==> config.mk <==
export PLATFORM = sky130hd
export DESIGN_NAME = pcmcia_bus_ctrl
export DESIGN_NICKNAME = d
export VERILOG_FILES = /design/src/rtl/pcmcia_bus_ctrl_pkg.sv /design/src/rtl/pcmcia_lane_steer.sv /design/src/rtl/pcmcia_bus_ctrl.sv
export SDC_FILE = /design/constraint.sdc
export NUM_CORES = 1
export LEC_CHECK = 0
export CAP_MARGIN = 20
export CELL_PAD_IN_SITES_DETAIL_PLACEMENT = 0
export CELL_PAD_IN_SITES_GLOBAL_PLACEMENT = 1
export CORE_MARGIN = 10
export CORE_UTILIZATION = 34
export CTS_CLUSTER_DIAMETER = 120
export DETAILED_ROUTE_END_ITERATION = 10
export PLACE_DENSITY = 0.83
export REMOVE_ABC_BUFFERS = 1
export SYNTH_ARGS = -nofsm -noshare
export SYNTH_HDL_FRONTEND = slang
export SYNTH_SLANG_ARGS = --single-unit
==> constraint.sdc <==
create_clock -name clk -period 3.4 [get_ports clk]
set_input_delay 0.34 -clock clk [delete_from_list [all_inputs] [get_ports clk]]
set_output_delay 0.34 -clock clk [all_outputs]
set_load 0.005 [all_outputs]
==> src/rtl/pcmcia_bus_ctrl_pkg.sv <==
// pcmcia_bus_ctrl_pkg: PCMCIA window map, FSM states and window decode helpers
package pcmcia_bus_ctrl_pkg;
  localparam logic [23:0] COMMON_BASE = 24'h600000;
  localparam logic [23:0] ATTR_BASE   = 24'hA00000;
  localparam logic [23:0] IO_BASE     = 24'hA20000;
  localparam logic [23:0] IO_LIMIT    = 24'hA40000;

  typedef enum logic [2:0] {S_IDLE, S_SETUP, S_STROBE, S_HOLD, S_ACK} state_t;
  typedef enum logic [1:0] {WIN_NONE, WIN_COMMON, WIN_ATTR, WIN_IO} win_t;

  function automatic win_t win_decode(input logic [23:0] a);
    return (a >= COMMON_BASE && a < ATTR_BASE) ? WIN_COMMON :
           (a >= ATTR_BASE && a < IO_BASE)     ? WIN_ATTR   :
           (a >= IO_BASE && a < IO_LIMIT)      ? WIN_IO     : WIN_NONE;
  endfunction

  // Common memory is rebased to card address 0; attribute and I/O use A[16:0].
  function automatic logic [25:0] card_addr(input logic [23:0] a, input win_t w);
    return (w == WIN_COMMON) ? 26'(a - COMMON_BASE) : {9'd0, a[16:0]};
  endfunction
endpackage

==> src/rtl/pcmcia_lane_steer.sv <==
// pcmcia_lane_steer: big-endian CPU <-> little-endian card byte lanes and CE generation
module pcmcia_lane_steer
  import pcmcia_bus_ctrl_pkg::*;
(
  input  logic        uds,
  input  logic        lds,
  input  logic [15:0] cpu_din,
  input  logic [15:0] cc_din,
  output logic        ce1,
  output logic        ce2,
  output logic        a0,
  output logic [15:0] cc_dout,
  output logic [15:0] rd_data
);
  // Byte accesses always travel on card d[7:0]; the odd byte selects card A0.
  always_comb begin
    ce1     = uds | lds;
    ce2     = uds & lds;
    a0      = lds & ~uds;
    cc_dout = ce2 ? {cpu_din[7:0], cpu_din[15:8]} : uds ? {8'h00, cpu_din[15:8]} : {8'h00, cpu_din[7:0]};
    rd_data = ce2 ? {cc_din[7:0], cc_din[15:8]} : uds ? {cc_din[7:0], 8'hFF} : {8'hFF, cc_din[7:0]};
  end
endmodule

==> src/rtl/pcmcia_bus_ctrl.sv <==
// pcmcia_bus_ctrl: turns single CPU requests in the PCMCIA windows into timed card cycles
module pcmcia_bus_ctrl
  import pcmcia_bus_ctrl_pkg::*;
#(
  parameter int SETUP_CYC  = 2,
  parameter int STROBE_CYC = 4,
  parameter int HOLD_CYC   = 1
) (
  input  logic        clk,
  input  logic        reset_n,
  input  logic        cpu_req,
  input  logic [22:0] cpu_addr,
  input  logic        cpu_wr,
  input  logic        cpu_uds,
  input  logic        cpu_lds,
  input  logic [15:0] cpu_din,
  output logic [15:0] cpu_dout,
  output logic        cpu_ack,
  output logic        busy,
  input  logic        card_present,
  output logic [25:0] cc_addr,
  output logic [15:0] cc_dout,
  input  logic [15:0] cc_din,
  output logic        cc_reg,
  output logic        cc_oe,
  output logic        cc_we,
  output logic        cc_iord,
  output logic        cc_iowr,
  output logic        cc_ce1,
  output logic        cc_ce2,
  input  logic        cc_ireq,
  input  logic        irq_clr,
  output logic        cpu_int
);
  localparam logic [7:0] SETUP_LD  = 8'(SETUP_CYC - 1);
  localparam logic [7:0] STROBE_LD = 8'(STROBE_CYC - 1);
  localparam logic [7:0] HOLD_LD   = 8'((HOLD_CYC > 0) ? HOLD_CYC - 1 : 0);

  state_t      state_q, state_d;
  logic [7:0]  cnt_q, cnt_d;
  logic [25:0] addr_q, addr_d;
  logic [15:0] din_q, din_d, dout_q, dout_d;
  logic        wr_q, wr_d, uds_q, uds_d, lds_q, lds_d, reg_q, reg_d, io_q, io_d;
  logic        ireq_q, ireq_d, int_q, int_d;
  logic        ce1, ce2, a0, active, strobe, hit;
  logic [15:0] steer_dout, steer_rd;
  win_t        win;

  assign win = win_decode({cpu_addr, 1'b0});
  assign hit = (win != WIN_NONE) && card_present && (cpu_uds || cpu_lds);

  pcmcia_lane_steer u_steer (
    .uds     (uds_q),
    .lds     (lds_q),
    .cpu_din (din_q),
    .cc_din  (cc_din),
    .ce1     (ce1),
    .ce2     (ce2),
    .a0      (a0),
    .cc_dout (steer_dout),
    .rd_data (steer_rd)
  );

  // Cycle sequencer: one shared down-counter reloaded on every state entry.
  always_comb begin
    state_d = state_q;
    cnt_d   = cnt_q - 8'd1;
    addr_d  = addr_q;
    din_d   = din_q;
    dout_d  = dout_q;
    wr_d    = wr_q;
    uds_d   = uds_q;
    lds_d   = lds_q;
    reg_d   = reg_q;
    io_d    = io_q;
    case (state_q)
      S_IDLE: begin
        cnt_d = hit ? SETUP_LD : 8'd0;
        if (cpu_req) begin
          state_d = hit ? S_SETUP : S_ACK;
          addr_d  = card_addr({cpu_addr, 1'b0}, win);
          din_d   = cpu_din;
          dout_d  = hit ? 16'h0000 : 16'hFFFF;
          wr_d    = cpu_wr;
          uds_d   = cpu_uds;
          lds_d   = cpu_lds;
          reg_d   = (win == WIN_ATTR) || (win == WIN_IO);
          io_d    = win == WIN_IO;
        end
      end
      S_SETUP: if (cnt_q == 8'd0) begin
        state_d = S_STROBE;
        cnt_d   = STROBE_LD;
      end
      S_STROBE: if (cnt_q == 8'd0) begin
        state_d = (HOLD_CYC == 0) ? S_ACK : S_HOLD;
        cnt_d   = HOLD_LD;
        dout_d  = wr_q ? 16'h0000 : steer_rd;
      end
      S_HOLD: if (cnt_q == 8'd0) begin
        state_d = S_ACK;
        cnt_d   = 8'd0;
      end
      default: state_d = S_IDLE;
    endcase
  end

  // Interrupt latch: a qualified rising edge beats a same-cycle clear; no card clears it.
  always_comb begin
    ireq_d = cc_ireq;
    int_d  = !card_present ? 1'b0 : (cc_ireq && !ireq_q) ? 1'b1 : irq_clr ? 1'b0 : int_q;
  end

  // State registers with synchronous active-low reset.
  always_ff @(posedge clk) begin
    if (!reset_n) begin
      state_q <= S_IDLE;
      cnt_q   <= '0;
      addr_q  <= '0;
      din_q   <= '0;
      dout_q  <= '0;
      wr_q    <= 1'b0;
      uds_q   <= 1'b0;
      lds_q   <= 1'b0;
      reg_q   <= 1'b0;
      io_q    <= 1'b0;
      ireq_q  <= 1'b0;
      int_q   <= 1'b0;
    end else begin
      state_q <= state_d;
      cnt_q   <= cnt_d;
      addr_q  <= addr_d;
      din_q   <= din_d;
      dout_q  <= dout_d;
      wr_q    <= wr_d;
      uds_q   <= uds_d;
      lds_q   <= lds_d;
      reg_q   <= reg_d;
      io_q    <= io_d;
      ireq_q  <= ireq_d;
      int_q   <= int_d;
    end
  end

  assign active   = (state_q == S_SETUP) || (state_q == S_STROBE) || (state_q == S_HOLD);
  assign strobe   = state_q == S_STROBE;
  assign cc_addr  = active ? (addr_q | {25'd0, a0}) : '0;
  assign cc_dout  = (active && wr_q) ? steer_dout : '0;
  assign cc_ce1   = active & ce1;
  assign cc_ce2   = active & ce2;
  assign cc_reg   = active & reg_q;
  assign cc_oe    = strobe & ~wr_q & ~io_q;
  assign cc_we    = strobe & wr_q & ~io_q;
  assign cc_iord  = strobe & ~wr_q & io_q;
  assign cc_iowr  = strobe & wr_q & io_q;
  assign cpu_ack  = state_q == S_ACK;
  assign cpu_dout = cpu_ack ? dout_q : '0;
  assign busy     = state_q != S_IDLE;
  assign cpu_int  = int_q;
endmodule

-- Yosys cells after proc, flatten, opt, wreduce, memory -nomap -nowiden
Index checks and enable logic that the tools add are counted.
- input bits: 64
- output and inout port bits: 68
- flip-flop bits (word level): 76
- logic and storage cells: 98
- reductions and logical operators: 23
- $lt $le $gt $ge: 6
- $add $sub $neg: 2
- equality and inequality tests: 11
- multiplexer cells: 28
- bitwise gates (word level): 16
- operators with widths (operator ; number):
    16-bit 2-to-1 mux ; 9
    24-bit less-than comparator (second input constant) ; 3
    26-bit 2-to-1 mux ; 2
    24-bit greater-or-equal comparator (second input constant) ; 2
    16-bit case mux with 2 select lines ; 1
    26-bit by 1-bit OR with 26-bit output ; 1
    24-bit by 23-bit subtractor with 25-bit output (second input constant) ; 1
    24-bit by 23-bit greater-or-equal comparator with 1-bit output (second input constant) ; 1
    8-bit 2-to-1 mux ; 3
    8-bit case mux with 3 select lines ; 1
    3-bit 2-to-1 mux ; 5
    3-bit case mux with 4 select lines ; 1
    1-bit bitwise AND ; 11
    8-bit logical NOT ; 1
    8-bit by 1-bit subtractor with 8-bit output (second input constant) ; 1
    1-bit logical AND ; 7
    3-bit by 2-bit == test with 1-bit output (second input constant) ; 2
    2-bit 2-to-1 mux ; 3
    2-bit != test (second input constant) ; 3
    2-bit nonzero test ; 3
    2-bit == test (second input constant) ; 2
    1-bit logical OR ; 4
    2-bit AND reduction ; 2
    4-bit AND reduction ; 1
    12 further kinds ; 16

-- Logic depth before layout (Yosys ltp)
Gate-level depths: netlist of run 1.
- depth in word-level cells: 11
- gate-level depth with buffers: 8
- depth with buffers taken out: 8

-- Cells and area by module
A second synthesis of run 1 with hierarchy kept.
- cells, all modules: 462
- area, all modules: 3858.7 sq um
- by module, submodules not included (module ; cells each ; area an instance (sq um) ; times used ; sequential area each (sq um)):
    pcmcia_bus_ctrl ; 421 ; 3524.6 ; 1 ; 1481.4
    pcmcia_lane_steer ; 41 ; 334.1 ; 1 ; 0.0

-- Least setup slack after synthesis of run 1
Ideal clock, no wire load.
- kind: in2reg
- from: input cpu_addr[20]
- to: register state_q[0]
- data arrival time: 1753 ps
- library setup time: 120 ps
- slack: 1527 ps
- path buffers: 0
- required time: 3280 ps
- stages: 7
- cells stage by stage: ha_1 ha_1 nor2b_1 o21a_1 a31oi_1 nor3_1 o31a_1
- cells in the longest elaborated chain, start to end: 11
- elaborated cells between the ends (all ways): 18
- those cells by class: order compare (6); mux (6); reduce/logical (6)
- ends and longest elaborated chain (what ; line ; source):
    start, declared ; pcmcia_bus_ctrl.sv:12 ; input logic [22:0] cpu_addr,
    24-bit greater-or-equal comparator / 24-bit less-than comparator (equally long branches) ; pcmcia_bus_ctrl_pkg.sv:14 ; (a >= IO_BASE && a < IO_LIMIT) ? WIN_IO : WIN_NONE;
    1-bit logical AND ; pcmcia_bus_ctrl_pkg.sv:14 ;
    2-bit 2-to-1 mux ; pcmcia_bus_ctrl_pkg.sv:14 ;
    2-bit 2-to-1 mux ; pcmcia_bus_ctrl_pkg.sv:13 ; (a >= ATTR_BASE && a < IO_BASE) ? WIN_ATTR :
    2-bit 2-to-1 mux (*) ; pcmcia_bus_ctrl_pkg.sv:12 ; return (a >= COMMON_BASE && a < ATTR_BASE) ? WIN_COMMON :
    2-bit nonzero test (*) ; pcmcia_bus_ctrl.sv:50 ; assign hit = (win != WIN_NONE) && card_present && (cpu_uds || cpu_lds);
    1-bit logical AND (*) (2 in series) ; pcmcia_bus_ctrl.sv:50 ;
    3-bit 2-to-1 mux (*) ; pcmcia_bus_ctrl.sv:80 ; state_d = hit ? S_SETUP : S_ACK;
    3-bit 2-to-1 mux (*) ; pcmcia_bus_ctrl.sv:79 ; if (cpu_req) begin
    3-bit case mux with 4 select lines (*) ; pcmcia_bus_ctrl.sv:76 ; case (state_q)
    end signal, assigned ; pcmcia_bus_ctrl.sv:130 ; state_q <= state_d;
    end, declared ; pcmcia_bus_ctrl.sv:39 ; state_t state_q, state_d;
Every way passes the cells marked *; elsewhere a longest branch is shown, timed or not. The select of a mux whose other input is x is not followed.
A chain may end at the register's enable or synchronous reset.

-- Worst setup path in the final report of run 1
- from: register state_q[2]
- to: output cc_dout[10]
- cells in the longest elaborated chain, start to end: 5
- elaborated cells between the ends (all ways): 7
- those cells by class: eq/ne (3); mux (1); reduce/logical (3)
- ends and longest elaborated chain (what ; line ; source):
    3-bit by 1-bit == test with 1-bit output / 3-bit by 2-bit == test with 1-bit output (equally long branches) ; pcmcia_bus_ctrl.sv:145 ; assign active = (state_q == S_SETUP) || (state_q == S_STROBE) || (state_q == S_HOLD);
    1-bit logical OR ; pcmcia_bus_ctrl.sv:145 ;
    1-bit logical OR (*) ; pcmcia_bus_ctrl.sv:145 ;
    1-bit logical AND (*) ; pcmcia_bus_ctrl.sv:148 ; assign cc_dout = (active && wr_q) ? steer_dout : '0;
    16-bit 2-to-1 mux (*) ; pcmcia_bus_ctrl.sv:148 ;
    end, declared ; pcmcia_bus_ctrl.sv:22 ; output logic [15:0] cc_dout,
Every way passes the cells marked *; elsewhere a longest branch is shown, timed or not.

==> flow_metrics.env, run 1 <==
export IMPL_port_buffers=131
export IMPL_cts_resized_gates=0
export IMPL_layout_drive_gt1_share_pct=5.922
export IMPL_grt_pass1_vias=3649
export IMPL_gp_congestion=0.8157
export IMPL_fin_tns_setup_ns=0
export IMPL_reg2regPathDepth=6
export IMPL_period_minus_slack_ns=2.862
export IMPL_dr_pass1_iters=5
export IMPL_cts_sinks=74
export IMPL_cts_tree="built"
export IMPL_initial_core_util_pct=35.17
export IMPL_drv_slew=0
export IMPL_max_freq_mhz=349.5
export IMPL_worstMarginPinSlew_ns=0.7553
export IMPL_coreArea_sq_um=10370
export IMPL_r2r_setup_slack_ns=1.09
export IMPL_via_count=3642
export IMPL_peakVddDrop_v=0.0002252
export IMPL_worstSetupPathType="reg -> out"
export IMPL_fp_row_count=37
export IMPL_synthFlopType="dfxtp_1"
export IMPL_required_ns=3.06
export IMPL_cp_arrival_ns=2.52
export IMPL_min_period_over_period_pct=84.16
export IMPL_post_cts_buffers=0
export IMPL_r2r_start="state_q[2]"
export IMPL_hold_depth=2
export IMPL_seq_area_frac_synth_pct=40.62
export IMPL_wl_microns=11550
export IMPL_clk_pin_slew_worst_paths_ns=0.07
export IMPL_clock_path_buffers=2
export IMPL_clock_latency_ns=0.35
export IMPL_place_ws_ns=0.7513
export IMPL_hold_start="addr_q[2]"
export IMPL_setup_slack_ns=0.5385
export IMPL_setup_viol=0
export IMPL_hold_viol_final=0
export IMPL_fillers=1019
export IMPL_cts_buffers=9
export IMPL_syn_area_sq_um=3647
export IMPL_hold_path_endpoint="addr_q[2]"
export IMPL_drc=0
export IMPL_die_area_sq_um=15270
export IMPL_grtUsageTotal_pct=14.88
export IMPL_synthArstFlopShare_pct=0
export IMPL_post_synth_cell_area_avg_sq_um=7.827
export IMPL_grt_pass1_wl_microns=18320
export IMPL_status="completed"
export IMPL_powerDensity_nw_per_um2=419.0
export IMPL_yosys_area_top_type_share_pct=40.62
export IMPL_yosys_warnings=0
export IMPL_worstSetupStartpointType="register"
export IMPL_fin_skew_ns=0.01232
export IMPL_hpwl_microns=8536
export IMPL_crit_path_max_fanout=28
export IMPL_holdBufCountCts=0
export IMPL_overflow=0
export IMPL_ios=132
export IMPL_antenna_found_initial=0
export IMPL_area_growth_pct=44.25
export IMPL_cts_root_buf="clkbuf_8"
export IMPL_synth_cell_types=51
export IMPL_power_leakage_nw=1.994
export IMPL_maxCapViolCount=0
export IMPL_dieHeight_microns=123.6
export IMPL_drt_iter0_drc=236
export IMPL_grt_max_degree=44
export IMPL_diodes=0
export IMPL_wire_per_inst_microns=15.88
export IMPL_ant_nets=0
export IMPL_r2r_end="addr_q[23]"
export IMPL_hold_path_class="reg -> reg"
export IMPL_synth_edff_count=0
export IMPL_cts_max_level=3
export IMPL_vias_per_cell=5.010
export IMPL_chipWidth_microns=123.6
export IMPL_ys_top_cells_by_area="dfxtp_1 41%, nand2_1 8.9%, a21oi_1 6.9%"
export IMPL_rsz0062_at_grt="no"
export IMPL_cp_end_kind="primary output"
export IMPL_relSlewSlack_pct=49.58
export IMPL_ys_ff_latch=74
export IMPL_synth_top_cell_by_area="dfxtp_1"
export IMPL_final_net_count=657
export IMPL_synthCells=466
layout by cell type (no fill, tap or decap), types with 2 or more instances in the layout:
cell type,synthesis,final
nor3_1,6,6
mux2i_1,9,9
clkinv_2,0,2
a31oi_1,10,10
inv_1,14,14
dfxtp_1,74,74
clkdlybuf4s50_1,0,131
nand3_1,4,4
clkbuf_8,0,10
nor4_1,5,5
o21ai_1,9,9
nand2b_1,3,3
o21a_1,3,3
nand2_1,86,86
xnor2_1,5,5
a21oi_1,50,50
and2_1,37,37
nor2_4,1,2
nor2_1,36,36
ha_1,6,6
a211oi_1,3,3
o21ai_0,14,14
xor2_1,2,2
o21ai_2,3,3
o211ai_1,2,2
o221ai_1,8,8
clkinvlp_4,0,2
buf_4,2,8
and3_1,23,23
per-layer routing:
| layer | vias up | wire length, microns | global-route usage [%] |
|---|---|---|---|
| li1 | 1846 | - | - |
| met1 | 1655 | 4885 | 17.71 |
| met2 | 131 | 5435 | 24.07 |
| met3 | 10 | 1083 | 5.701 |
| met4 | 0 | 142 | 5.240 |
| met5 | - | 0 | 0 |
state kept, by name, summed over array words and instances, names as in the netlist, 3 cells and up:
signal,count
din_q,16
addr_q,24
dout_q,16
cnt_q,8
state_q,3
area by class of cell:
cell class	instances	area, sq um	share of cell area, %
Clock buffer	10	137.6	2.616
Timing Repair Buffer	139	1371	26.06
Clock inverter	5	55.05	1.046
Multi-Input combinational cell	349	1993	37.88
Inverter	14	52.55	0.9988
Sequential cell	74	1481	28.16
Tap cell	136	170.2	3.234
logic make-up (layout without fill, tap and decap cells):
| family | count (synthesis) | in the layout | share of synthesized area (%) |
|---|---|---|---|
| adder cells (fa/ha/maj) | 6 | 6 | 2.058 |
| buffers and inverters | 43 | 168 | 4.871 |
| AND/OR/NAND/NOR | 216 | 216 | 29.61 |
| AO/OA/AOI/OAI | 111 | 111 | 18.70 |
| XOR/XNOR | 7 | 7 | 1.681 |
| multiplexers | 9 | 9 | 2.470 |
| flip-flops | 74 | 74 | 40.62 |
per-stage QoR:
step | instance area, sq um | utilization, % | hold WS (ns) | total power [mW] | cells
global route | 5261 | 50.74 | 0.4824 | 2.337 | 727
global placement | 5069 | 48.88 | 0.4386 | 1.539 | 712
detailed placement | 5069 | 48.88 | 0.4447 | 1.552 | 712
finish | 5261 | 50.74 | 0.4503 | 2.204 | 727
CTS | 5261 | 50.74 | 0.4545 | 2.226 | 727
floorplan | 3522 | - | 0.4317 | 1.318 | 437
worst max path at each step:
stage                            start     endpoint  slack, ns
final                       state_q[2]  cc_dout[10]       0.54
after global routing        state_q[2]  cc_dout[10]       0.20
after CTS                   state_q[2]  cc_dout[10]       0.44
after detailed placement  cpu_addr[20]   dout_q[10]       0.75
after global placement    cpu_addr[20]   dout_q[14]       0.82
after floorplan             state_q[0]  cc_dout[10]       1.02
worst max-delay path, cell delays in order, from the launching register on:
cell and delay, ns:
dfxtp_1 0.56, nor2_1 0.24, nand2_1 0.22, nor2_1 0.44
and2_1 0.20, clkdlybuf4s50_1 0.51
synthesized netlist by cell type (7+ instances only):
master    instances
nand2_1          86
dfxtp_1          74
a21oi_1          50
and2_1           37
nor2_1           36
and3_1           23
clkbuf_1         18
inv_1            14
o21ai_0          14
a31oi_1          10
mux2i_1           9
o21ai_1           9
o221ai_1          8
buf_2             7
power breakdown:
part	internal [mW]	switching [mW]	total (mW)
Clock	0.352	0.324	0.676
Sequential	0.958	0.0584	1.02
Combinational	0.251	0.261	0.511
No activity file was read; power rests on OpenSTA's default activity.
==> inputs of run 2 (changes only) <==
--- a/config.mk
+++ b/config.mk
@@ -9,10 +9,10 @@
 export CELL_PAD_IN_SITES_DETAIL_PLACEMENT = 0
 export CELL_PAD_IN_SITES_GLOBAL_PLACEMENT = 1
 export CORE_MARGIN = 10
-export CORE_UTILIZATION = 34
+export CORE_UTILIZATION = 29
 export CTS_CLUSTER_DIAMETER = 120
 export DETAILED_ROUTE_END_ITERATION = 10
-export PLACE_DENSITY = 0.83
+export PLACE_DENSITY = 0.75
 export REMOVE_ABC_BUFFERS = 1
 export SYNTH_ARGS = -nofsm -noshare
 export SYNTH_HDL_FRONTEND = slang
==> constraint.sdc (replaced) <==
create_clock -name clk -period 2.34 [get_ports clk]
set_input_delay 0.234 -clock clk [delete_from_list [all_inputs] [get_ports clk]]
set_output_delay 0.234 -clock clk [all_outputs]
set_load 0.005 [all_outputs]
==> flow_metrics.env, run 2 (synthesized netlist as in run 1, its figures left out) <==
export IMPL_drc=0
export IMPL_cp_slowest_cell="clkdlybuf4s50_1"
export IMPL_peakVddDrop_v=0.0003703
export IMPL_rsz0062_at_grt="no"
export IMPL_chipWidth_microns=132.1
export IMPL_path_cells="or3b_4 > nor3b_1 > clkdlybuf4s50_1"
export IMPL_period_minus_slack_ns=2.257
export IMPL_power_frac_comb_pct=21.3
export IMPL_hold_path_class="reg -> reg"
export IMPL_final_cells=779
export IMPL_dr_pass1_iters=4
export IMPL_cts_tree="built"
export IMPL_worstMarginPinSlew_ns=0.7810
export IMPL_clk_pin_slew_worst_paths_ns=0.06
export IMPL_layout_common_cells="131 x clkdlybuf4s50_1, 86 x nand2_1, 73 x dfxtp_1"
export IMPL_clkPwrFrac_pct=38.9
export IMPL_cpPeakStageDelay_ns=0.57
export IMPL_cp_depth=3
export IMPL_min_period_over_period_pct=96.44
export IMPL_gp_congestion=0.8267
export IMPL_dieHeight_microns=132.1
export IMPL_grt_pass1_wl_microns=19500
export IMPL_cp_arrival_ns=2.02
export IMPL_ant_nets=0
export IMPL_cp_end_kind="primary output"
export IMPL_worst_path_buf_inv=1
export IMPL_post_cts_buffers=0
export IMPL_antenna_found_initial=0
export IMPL_grtUsageTotal_pct=13.43
export IMPL_swShare_pct=27.03
export IMPL_max_freq_mhz=443.1
export IMPL_drt_iter0_drc=203
export IMPL_final_common_cell="clkdlybuf4s50_1"
export IMPL_status="completed"
export IMPL_holdBufCountCts=0
export IMPL_relSlewSlack_pct=47.39
export IMPL_hold_viol_final=0
export IMPL_overflow=0
export IMPL_largestRegisters="addr_q x24, din_q x16, dout_q x16"
export IMPL_place_ws_ns=-0.07801
export IMPL_cts_root_buf="clkbuf_16"
export IMPL_area_growth_pct=53.31
export IMPL_cts_sinks=74
export IMPL_grt_pass1_vias=3819
export IMPL_coreArea_sq_um=12160
export IMPL_grt_max_degree=43
export IMPL_layout_drive_gt1_share_pct=9.329
export IMPL_required_ns=2.11
export IMPL_worstSetupPathType="reg -> out"
export IMPL_worstSetupStartpointType="register"
export IMPL_hold_depth=2
export IMPL_diodes=0
export IMPL_switchingPower_mw=1.000
export IMPL_cts_resized_gates=3
export IMPL_met1_usage_pct=16.41
export IMPL_die_area_sq_um=17460
export IMPL_port_buffers=131
export IMPL_clock_latency_ns=0.33
export IMPL_power_leakage_nw=2.156
export IMPL_grt_use_met3_pct=4.992
export IMPL_ios=132
export IMPL_fp_row_count=40
export IMPL_cts_max_level=3
export IMPL_powerDensity_nw_per_um2=661.9
export IMPL_grt_busiest_layer="met2"
export IMPL_hpwl_microns=9102
export IMPL_cts_buffers=9
export IMPL_drv_slew=0
export IMPL_internal_power_mw=2.701
export IMPL_pwr_share_seq_pct=39.8
export IMPL_wire_per_inst_microns=15.41
export IMPL_place_inst=763
export IMPL_final_net_count=676
export IMPL_via_count=3725
export IMPL_maxCapViolCount=0
export IMPL_use_met2_pct=21.40
export IMPL_fin_skew_ns=0.004740
export IMPL_utilization_pct=45.98
export IMPL_largest_reg_flops=24
export IMPL_crit_family="simple AND/OR/NAND/NOR gates"
export IMPL_setup_viol=0
export IMPL_vias_per_cell=4.782
export IMPL_initial_core_util_pct=29.99
export IMPL_wl_microns=12000
export IMPL_clock_path_buffers=2
export IMPL_reg2regPathDepth=5
export IMPL_setup_slack_ns=0.08337
export IMPL_regMostFlops="addr_q"
export IMPL_crit_path_max_fanout=7
## run 2: path summary, 6_finish.rpt
path | startpoint | endpoint | slack, ns
worst min register to register | addr_q[12] | addr_q[12] | 0.45
worst max register to register | cnt_q[5] | dout_q[8] | 0.41
worst max-delay path | state_q[1] | cc_we | 0.08
worst min-delay path | addr_q[12] | addr_q[12] | 0.45
## run 2: power groups by stage
stage / Clock [mW] / Combinational [mW] / Sequential (mW)
final: 1.44 / 0.789 / 1.47
after global routing: 1.51 / 0.880 / 1.49
after CTS: 1.47 / 0.798 / 1.47
after detailed placement: 0 / 0.794 / 1.50
after global placement: 0 / 0.783 / 1.49
after floorplan: 0 / 0.427 / 1.49
## run 2: layer usage
layer / share of wire [%] / wire length, microns / vias to the layer above
li1: - / - / 1886
met3: 8.3 / 993 / 10
met5: 0 / 0 / -
met1: 46 / 5477 / 1711
met2: 45 / 5402 / 118
met4: 1.1 / 130 / 0
## run 2: worst register-to-register path: stages (launching register included)
cell and delay [ns]:
dfxtp_1 0.33, or4_4 0.58, nor2_4 0.19, o21ai_2 0.10, a221oi_4 0.46, a21oi_1 0.12
## run 2: stage by stage
| stage | hold slack [ns] | power (mW) | cell area, sq um | setup TNS, ns |
|---|---|---|---|---|
| 6_report | 0.4508 | 3.701 | 5592 | 0 |
| 5_1_grt | 0.4544 | 3.882 | 5592 | 0 |
| 4_1_cts | 0.4445 | 3.740 | 5590 | 0 |
| 3_5_place_dp | 0.4449 | 2.293 | 5264 | -0.5356 |
| 3_3_place_gp | 0.4381 | 2.276 | 5264 | -0.1119 |
| 2_1_floorplan | 0.3286 | 1.915 | 3522 | 0 |
## run 2: area by class of cell
| cell class | instances | area, sq um |
|---|---|---|
| multi-input cells | 349 | 2003 |
| well taps | 168 | 210.2 |
| clock buffers | 13 | 270.3 |
| repair buffers | 158 | 1526 |
| inverters | 14 | 52.55 |
| fillers | 1248 | 6570 |
| clock inverters | 3 | 46.29 |
| flip-flops and latches | 74 | 1483 |
==> inputs of run 3 (changes only) <==
--- a/config.mk
+++ b/config.mk
@@ -8,11 +8,12 @@
 export CAP_MARGIN = 20
 export CELL_PAD_IN_SITES_DETAIL_PLACEMENT = 0
 export CELL_PAD_IN_SITES_GLOBAL_PLACEMENT = 1
+export CORE_ASPECT_RATIO = 0.75
 export CORE_MARGIN = 10
 export CORE_UTILIZATION = 29
 export CTS_CLUSTER_DIAMETER = 120
 export DETAILED_ROUTE_END_ITERATION = 10
-export PLACE_DENSITY = 0.75
+export PLACE_DENSITY = 0.8
 export REMOVE_ABC_BUFFERS = 1
 export SYNTH_ARGS = -nofsm -noshare
 export SYNTH_HDL_FRONTEND = slang
==> flow_metrics.env, run 3 (synthesized netlist as in run 1, its figures left out) <==
export IMPL_cts_max_level=3
export IMPL_layout_drive_gt1_share_pct=9.788
export IMPL_relSlewSlack_pct=68.58
export IMPL_power_mw=3.960
export IMPL_place_ws_ns=-0.1013
export IMPL_grtUsageTotal_pct=14.14
export IMPL_design_area_sq_um=5655
export IMPL_regMostFlops="addr_q"
export IMPL_cp_end_kind="primary output"
export IMPL_cts_tree="built"
export IMPL_hold_start="cpu_din[7]"
export IMPL_worstSetupPathType="reg -> out"
export IMPL_ant_nets=0
export IMPL_crit_path_max_fanout=10
export IMPL_worstSetupStartpointType="register"
export IMPL_area_growth_pct=55.06
export IMPL_final_net_count=678
export IMPL_chipWidth_microns=149.5
export IMPL_post_cts_buffers=0
export IMPL_drc=0
export IMPL_cts_resized_gates=2
export IMPL_holdBufCountCts=0
export IMPL_grt_pass1_vias=3934
export IMPL_hpwl_microns=9248
export IMPL_final_cells=779
export IMPL_grt_max_degree=47
export IMPL_power_leakage_nw=2.208
export IMPL_fillers=1193
export IMPL_fp_row_count=35
export IMPL_place_inst=763
export IMPL_min_period_over_period_pct=92.93
export IMPL_drv_slew=0
export IMPL_antenna_found_initial=0
export IMPL_diodes=0
export IMPL_largestRegisters="addr_q x24, din_q x16, dout_q x16"
export IMPL_via_count=3784
export IMPL_setup_viol=0
export IMPL_peakVddDrop_v=0.0003563
export IMPL_r2r_setup_slack_ns=0.39
export IMPL_holdWs_ns=0.4460
export IMPL_max_freq_mhz=459.9
export IMPL_status="completed"
export IMPL_drt_iter0_drc=193
export IMPL_place_area_sq_um=5276
export IMPL_required_ns=2.11
export IMPL_utilization_pct=45.96
export IMPL_final_common_cell="clkdlybuf4s50_1"
export IMPL_reg2regPathDepth=5
export IMPL_period_minus_slack_ns=2.175
export IMPL_die_area_sq_um=17510
export IMPL_hold_depth=3
export IMPL_coreArea_sq_um=12310
export IMPL_vias_per_cell=4.858
export IMPL_clock_path_buffers=2
export IMPL_r2r_start="cnt_q[5]"
export IMPL_cts_buffers=9
export IMPL_cts_sinks=74
export IMPL_worstMarginPinSlew_ns=0.4687
export IMPL_largest_reg_flops=24
export IMPL_hold_viol_final=0
export IMPL_rsz0062_at_grt="no"
export IMPL_clock_latency_ns=0.33
export IMPL_hold_path_endpoint="din_q[7]"
export IMPL_wl_microns=12260
export IMPL_dr_pass1_iters=4
export IMPL_gp_congestion=0.8214
export IMPL_cp_arrival_ns=1.94
export IMPL_hold_path_class="in -> reg"
export IMPL_wire_per_inst_microns=15.74
export IMPL_fin_skew_ns=0.005718
export IMPL_cts_root_buf="clkbuf_16"
export IMPL_maxCapViolCount=0
export IMPL_layout_common_cells="130 x clkdlybuf4s50_1, 86 x nand2_1, 72 x dfxtp_1"
export IMPL_setup_slack_ns=0.1654
export IMPL_fin_tns_setup_ns=0
export IMPL_clk_pin_slew_worst_paths_ns=0.06
export IMPL_powerDensity_nw_per_um2=700.2
export IMPL_dieHeight_microns=117.1
export IMPL_grt_pass1_wl_microns=20150
export IMPL_ios=132
export IMPL_initial_core_util_pct=29.64
export IMPL_r2r_end="dout_q[8]"
export IMPL_port_buffers=131
export IMPL_overflow=0
[run 3: changes by cell type in the layout (fill, tap and decap cells not counted), sizes merged]
cell,change
clkbuf,-4
clkdlybuf4s50,-1
bufinv,+3
buf,+2
clkinv,+1
dlymetal6s2s,+1
[run 3: worst max-delay path by stage]
stage           startpoint           to  slack [ns]  depth (start not counted)
6_report        state_q[0]  cc_dout[15]        0.17                          7
5_1_grt         state_q[0]  cc_dout[15]        0.01                          7
4_1_cts         state_q[1]  cc_dout[13]        0.03                          7
3_5_place_dp   cpu_addr[5]    dout_q[8]       -0.10                          8
3_3_place_gp   cpu_addr[5]   dout_q[14]       -0.04                          8
2_1_floorplan   state_q[0]  cc_dout[10]        0.07                          5
[run 3: final cells by class]
type	instances	area, sq um	area share [%]
inverter	14	52.55	0.9292
timing repair buffer	160	1544	27.30
sequential	74	1489	26.33
clock inverter	7	141.4	2.500
clock buffer	9	225.2	3.982
multi-input combinational	349	1996	35.29
tap	166	207.7	3.673
[run 3: critical path: stages, from the launching register on]
cell and delay, ns:
dfxtp_4 0.39, nor2_1 0.07, nor2_1 0.12, nand2_1 0.09
nor2_1 0.12, buf_4 0.16, and2_1 0.15, clkdlybuf4s50_1 0.51
[run 3: metal layers]
layer / vias up / routed length, microns / track usage (%)
li1: 1882 / - / -
met1: 1756 / 5538 / 17.03
met2: 137 / 5568 / 23.20
met3: 9 / 1022 / 5.148
met4: 0 / 130 / 4.110
met5: - / 0 / 0
[run 3: power breakdown]
part | total (mW) | internal, mW | leakage (nW) | switching [mW]
registers | 1.48 | 1.39 | 0.611 | 0.0846
logic | 0.794 | 0.392 | 1.42 | 0.402
clock network | 1.69 | 1.15 | 0.176 | 0.539
total | 3.96 | 2.93 | 2.21 | 1.03
